## config.mk

```make
export PLATFORM = sky130hd
export DESIGN_NAME = hazard_scoreboard
export DESIGN_NICKNAME = d
export VERILOG_FILES = /design/src/rtl/hazard_pkg.sv /design/src/rtl/hazard_sb_entry.sv /design/src/rtl/hazard_scoreboard.sv
export SDC_FILE = /design/constraint.sdc
export NUM_CORES = 1
export LEC_CHECK = 0
export BUFFER_PORTS_ARGS = -buffer_cell sky130_fd_sc_hd__buf_2
export CORE_ASPECT_RATIO = 1.4
export CORE_MARGIN = 4
export CORE_UTILIZATION = 45
export CTS_CLUSTER_DIAMETER = 80
export DETAILED_ROUTE_END_ITERATION = 10
export PLACE_DENSITY_LB_ADDON = 0.08
export RECOVER_POWER = 50
export SLEW_MARGIN = 20
export SYNTH_ARGS = -nofsm -noshare
export SYNTH_HDL_FRONTEND = slang
export SYNTH_HIERARCHICAL = 1
export SYNTH_SLANG_ARGS = --single-unit
```

## constraint.sdc

```tcl
create_clock -name clk -period 10.2 [get_ports clk]
set_clock_uncertainty 0.1 [all_clocks]
set_input_delay 3.06 -clock clk [delete_from_list [all_inputs] [get_ports clk]]
set_output_delay 3.06 -clock clk [all_outputs]
set_load 0.02 [all_outputs]
```

## src/rtl/hazard_pkg.sv

```systemverilog
// Shared constants and the per-source stall-need rule for the hazard scoreboard.
package hazard_pkg;

  localparam int CNT_W        = 3;
  localparam int LOAD_LAT_DEF = 2;
  localparam int ALU_LAT_DEF  = 1;

  // A branch resolves in ID and must wait for the full count. Other consumers
  // pick the value up one stage later through forwarding.
  function automatic logic [CNT_W-1:0] need_f(input logic [CNT_W-1:0] cnt,
                                              input logic             branch);
    logic [CNT_W-1:0] need;
    if (branch) begin
      need = cnt;
    end else if (cnt > CNT_W'(1)) begin
      need = cnt - CNT_W'(1);
    end else begin
      need = {CNT_W{1'b0}};
    end
    return need;
  endfunction

endpackage

```

## src/rtl/hazard_sb_entry.sv

```systemverilog
// One pending-result counter. A load takes priority over the decrement, and the
// counter saturates at zero.
module hazard_sb_entry
  import hazard_pkg::*;
(
  input  logic             clk,
  input  logic             rst_n,
  input  logic             load_i,
  input  logic [CNT_W-1:0] load_val_i,
  output logic [CNT_W-1:0] cnt_o
);

  logic [CNT_W-1:0] cnt_q, cnt_d;

  // next-state: load, else count down toward zero
  always_comb begin
    cnt_d = cnt_q;
    if (load_i) begin
      cnt_d = load_val_i;
    end else if (cnt_q != {CNT_W{1'b0}}) begin
      cnt_d = cnt_q - CNT_W'(1);
    end else begin
      cnt_d = cnt_q;
    end
  end

  // counter register with synchronous clear
  always_ff @(posedge clk) begin
    if (!rst_n) begin
      cnt_q <= {CNT_W{1'b0}};
    end else begin
      cnt_q <= cnt_d;
    end
  end

  assign cnt_o = cnt_q;

endmodule

```

## src/rtl/hazard_scoreboard.sv

```systemverilog
// Pipeline hazard scoreboard: per-register pending counters drive stall/bubble for ID.
// Optional HAZARD_PERF_EN adds the perf_stall_cnt stall-cycle counter port.
module hazard_scoreboard
  import hazard_pkg::*;
#(
  parameter  int NREG     = 32,
  parameter  int LOAD_LAT = LOAD_LAT_DEF,
  parameter  int ALU_LAT  = ALU_LAT_DEF,
  localparam int RW       = $clog2(NREG)
) (
  input  logic             clk,
  input  logic             rst_n,
  input  logic             id_valid,
  input  logic [RW-1:0]    id_rs,
  input  logic [RW-1:0]    id_rt,
  input  logic             id_rs_used,
  input  logic             id_rt_used,
  input  logic [RW-1:0]    id_rd,
  input  logic             id_regwrite,
  input  logic             id_memread,
  input  logic             id_branch,
  input  logic             flush,
  output logic             stall,
  output logic             bubble,
  output logic [CNT_W-1:0] noop_cnt,
  output logic             sb_busy
`ifdef HAZARD_PERF_EN
  ,
  output logic [31:0]      perf_stall_cnt
`endif
);

  logic [NREG-1:0][CNT_W-1:0] cnt_s;
  logic [NREG-1:1]            load_s;
  logic [CNT_W-1:0]           load_val_s;
  logic [CNT_W-1:0]           rs_need_s, rt_need_s, noop_s;
  logic                       stall_s, issue_s, busy_s;

  // r0 is hardwired and never tracked
  assign cnt_s[0] = {CNT_W{1'b0}};

  for (genvar r = 1; r < NREG; r++) begin : g_entry
    hazard_sb_entry u_entry (
      .clk        (clk),
      .rst_n      (rst_n),
      .load_i     (load_s[r]),
      .load_val_i (load_val_s),
      .cnt_o      (cnt_s[r])
    );
  end

  // worst-case source need decides how many bubbles the ID instruction needs
  always_comb begin
    rs_need_s = {CNT_W{1'b0}};
    rt_need_s = {CNT_W{1'b0}};
    noop_s    = {CNT_W{1'b0}};
    if (id_rs_used) begin
      rs_need_s = need_f(cnt_s[id_rs], id_branch);
    end else begin
      rs_need_s = {CNT_W{1'b0}};
    end
    if (id_rt_used) begin
      rt_need_s = need_f(cnt_s[id_rt], id_branch);
    end else begin
      rt_need_s = {CNT_W{1'b0}};
    end
    if (id_valid && !flush) begin
      noop_s = (rs_need_s > rt_need_s) ? rs_need_s : rt_need_s;
    end else begin
      noop_s = {CNT_W{1'b0}};
    end
  end

  assign stall_s    = (noop_s != {CNT_W{1'b0}});
  assign issue_s    = id_valid & ~flush & ~stall_s;
  assign load_val_s = id_memread ? CNT_W'(LOAD_LAT) : CNT_W'(ALU_LAT);

  // destination decode for the issuing producer, plus the busy summary
  always_comb begin
    load_s = '0;
    busy_s = 1'b0;
    for (int r = 1; r < NREG; r++) begin
      load_s[r] = issue_s & id_regwrite & (id_rd == RW'(r));
      busy_s    = busy_s | (cnt_s[r] != {CNT_W{1'b0}});
    end
  end

  assign stall    = stall_s;
  assign bubble   = stall_s;
  assign noop_cnt = noop_s;
  assign sb_busy  = busy_s;

`ifdef HAZARD_PERF_EN
  logic [31:0] perf_q, perf_d;

  // saturating count of stalled cycles
  always_comb begin
    perf_d = perf_q;
    if (stall_s && (perf_q != 32'hFFFF_FFFF)) begin
      perf_d = perf_q + 32'd1;
    end else begin
      perf_d = perf_q;
    end
  end

  // perf counter register
  always_ff @(posedge clk) begin
    if (!rst_n) begin
      perf_q <= 32'd0;
    end else begin
      perf_q <= perf_d;
    end
  end

  assign perf_stall_cnt = perf_q;
`endif

endmodule

```

==> reports/results.ini <==
[run_status]
run_status=finished clean

[worst_setup_path]
worstPathMaxFanout=5
worstSetupPathType=in2out
endpoint_kind=output pin
cp_data_required_time_ns=7.04
critical-path-slowest-cell=sky130_fd_sc_hd__mux2_2
slowest_delay_ns=0.36
crit_chain=buf_2 -> mux2_2 -> a221oi_1 -> a2111oi_0 -> a31o_2 -> nor2_2 -> ha_1 -> inv_1 -> nor4b_1 -> o21ai_0 -> ha_1 -> o21a_1 -> o21ai_2 -> and2_1 -> nand3_1 -> a211o_1 -> nand2_1 -> or3_1 -> buf_2
r2r.worst_path.cells=19
reg2reg_from=g_entry[3].u_entry/cnt_o[1]$_SDFFE_PN0P_
critPathBufInv=3
timing.critical_path.to=stall
r2r_setup_slack_ns=4.71
cp.arrival_ns=6.88
start_kind=input pin
timing.critical_path.max_delay_family=compound AO/OA/AOI/OAI gates
worstSetupStartpoint=id_rt[1]
timing.rr.end=g_entry[14].u_entry/cnt_o[1]$_SDFFE_PN0P_
path_depth=19

[floorplanning]
die_y_um=175
core_area_um2=19400
core.rowCount=60
floorplan.die.width_um=127
boundaryPins=30
die_footprint_um2=22300
initial_core_util_pct=46.2

[pwr]
clock_power_share_pct=15.1
comb_power_share_pct=50.2
netSwitchingPower_mw=1.09
power.internal_mw=1.43
cellLeakagePower_nw=3.91
power_mw=2.52
sw_frac_of_total_pct=43.3
ir_drop_mv=0.136
power.density_nw_per_um2=253
sequentialPowerShare_pct=34.8

[finish]
layout_common_cells=104 x sky130_fd_sc_hd__inv_1, 104 x sky130_fd_sc_hd__nor2b_1, 93 x sky130_fd_sc_hd__dfxtp_1, 68 x sky130_fd_sc_hd__ha_1, 65 x sky130_fd_sc_hd__nor2b_2
multi_input_comb_area_um2=6720
fin_nets=1167
layout-drive-gt1-share_pct=15.8
area.sequential_um2=1860
flow.area_growth_from_synthesis_pct=10.9
largest_register_ffs=93
nFillCells=1897

[synthesis]
yosys.area_share.adder_pct=9.48
netlist.top_cell.by_area=sky130_fd_sc_hd__dfxtp_1
synth.lib_cells_used.distinct=63
main_combinational_cell_family_by_area_after_synthesis=simple AND/OR/NAND/NOR gates
synthArstFlopShare_pct=0
synth_top_cells_by_area=sky130_fd_sc_hd__dfxtp_1 21%, sky130_fd_sc_hd__ha_1 9.5%, sky130_fd_sc_hd__nor2b_1 7.5%
synth-seq-area-share_pct=20.7
yosysTopAreaCellShare_pct=20.7
simple_gate_share_of_the_synthesized_area_pct=36.1
count_of_flip_flops_with_a_built_in_enable_after_synthesis=0
ys_warn_count=6
synth_xor_xnor_area_share_pct=0.0976
synthesis.instances=1016
postSynthRegisterBits=93
syn_area_per_cell_um2=8.83
netlist_area_um2=8970
synthMuxAreaShare_pct=10.5
ys_dominant_reg_cell=sky130_fd_sc_hd__dfxtp_1
synth_compound_gate_area_share_pct=16.6

[drt]
via_count=8009
dr.pass1.iters=5
drt_drc_violations_left=0
first_iter_violations=489
totalWireLength_mm=26.6
ant_nets=0
route.detailed.wl_per_inst_um=20.0
vias_per_cell=6.03

[global_route]
antenna_violations_before_repair=1
maximum_number_of_pins_on_one_net_before_global_route_repair=63
grt_overflow_total=0
grt_resource_usage_total_pct=24.0
grt_pass1_wl_mm=42.4
number_of_global_route_vias_before_repair=8017

[timing]
achievable-frequency_mhz=99.6
tightestPinTransition_ns=1.07
layout_min_cycle_time_ns=10.04
finalHoldViolations=0
fin_tns_setup_ns=0
final_period_util_pct=98.4
setup_viol=0
report.final.slew_viol_count=0
max-slew-margin-rel_pct=27.9

[placed_design]
routabilityCongestion=0.994
dp_hpwl_mm=19.7
io_buffers=29

[run]
cap_viol_max_count=0

[clocking]
path_clk_slew_ns=0.06
tritoncts=built
tritoncts_buffer_count=9
root_buffer=sky130_fd_sc_hd__clkbuf_16
cts_setup_buffers=0
clock_tree.buffer_depth=2
clk-insertion-delay-late_ns=0.36
cts-htree-levels=3
numClockSinks=93

[min_path]
hold_start=g_entry[7].u_entry/cnt_o[0]$_SDFFE_PN0P_
hold_wc_path_type=reg2reg

repair_timing:
action	CTS	global route
setup endpoints to repair	0	3
hold buffers	0	0
resized for setup	0	14
power by group through the flow:
stage / sequential (mW) / combinational [mW] / clock (mW)
2_1_floorplan: 0.708 / 1.04 / 0
3_3_place_gp: 0.887 / 1.24 / 0
3_5_place_dp: 0.877 / 1.24 / 0
4_1_cts: 0.869 / 1.25 / 0.390
5_1_grt: 0.901 / 1.43 / 0.407
6_report: 0.877 / 1.26 / 0.380
Yosys cell counts (all sizes together) (2+ instances only):
library cell	n
nor3b	33
nor2	9
o21ai	9
nor4	54
and3	2
a31oi	6
o211ai	3
mux4	9
nand2	24
a221oi	4
or2b	31
a221o	2
a21oi	12
o22ai	4
or3	2
ha	68
nor4b	63
nand3	19
a22o	2
nor2b	169
or3b	2
dfxtp	93
or2	2
and2	4
nand2b	35
mux2i	63
a2111oi	64
inv	105
a211oi	3
buf	19
nand4	10
a22oi	20
o311a	31
mux2	9
clkbuf	12
nor3	4
nand3b	3
layer usage:
metal / GRT usage, % / vias up / wire, µm
met5: 0 / - / 0
met3: 2.78 / 68 / 960
li1: - / 3926 / -
met4: 13.7 / 0 / 1350
met2: 40.8 / 210 / 13000
met1: 29.0 / 3805 / 11300
worst reg2reg max path, delay by kind of cell (launching register included):
family          cells  cell delay (ns)
simple gates        7             2.21
compound gates      8             1.78
fa+ha+maj           2             0.56
flops               1             0.37
mux                 1             0.29
buf+inv             1             0.06
worst min-delay path by stage:
| stage | endpoint | slack, ns | depth (start not counted) |
|---|---|---|---|
| 3_5_place_dp | g_entry[7].u_entry/cnt_o[0]$_SDFFE_PN0P_ | 0.59 | 2 |
| 4_1_cts | g_entry[7].u_entry/cnt_o[0]$_SDFFE_PN0P_ | 0.61 | 2 |
| 2_1_floorplan | g_entry[13].u_entry/cnt_o[0]$_SDFFE_PN0P_ | 0.51 | 2 |
| 3_3_place_gp | g_entry[16].u_entry/cnt_o[0]$_SDFFE_PN0P_ | 0.61 | 2 |
| 5_1_grt | g_entry[7].u_entry/cnt_o[0]$_SDFFE_PN0P_ | 0.63 | 2 |
| 6_report | g_entry[7].u_entry/cnt_o[0]$_SDFFE_PN0P_ | 0.61 | 2 |
cell type report:
class / count / share of cell area [%]
multi-input cells: 817 / 67.6
flip-flops and latches: 93 / 18.7
inverters: 105 / 3.96
repair buffers: 49 / 3.33
well taps: 248 / 3.12
clock buffers: 12 / 2.58
clock inverters: 3 / 0.692
diodes: 2 / 0.0503
logic make-up after synthesis:
| group | after synthesis |
|---|---|
| simple gates | 469 |
| compound gates | 167 |
| buf+inv | 136 |
| flops | 93 |
| mux | 81 |
| fa+ha+maj | 68 |
| other cells | 1 |
| xor+xnor | 1 |
per-stage QoR:
| stage | instances | setup WS (ns) | instance area [µm²] | hold WS, ns | utilization, % |
|---|---|---|---|---|---|
| 2_1_floorplan | 1046 | 0.0715 | 9090 | 0.514 | - |
| 6_report | 1329 | 0.162 | 9950 | 0.609 | 51.2 |
| 3_3_place_gp | 1312 | 0.146 | 9520 | 0.612 | 49.0 |
| 4_1_cts | 1327 | 0.122 | 9840 | 0.607 | 50.6 |
| 3_5_place_dp | 1312 | 0.144 | 9520 | 0.593 | 49.0 |
| 5_1_grt | 1328 | -0.141 | 9950 | 0.632 | 51.2 |
(Power assumes the default switching activity.)
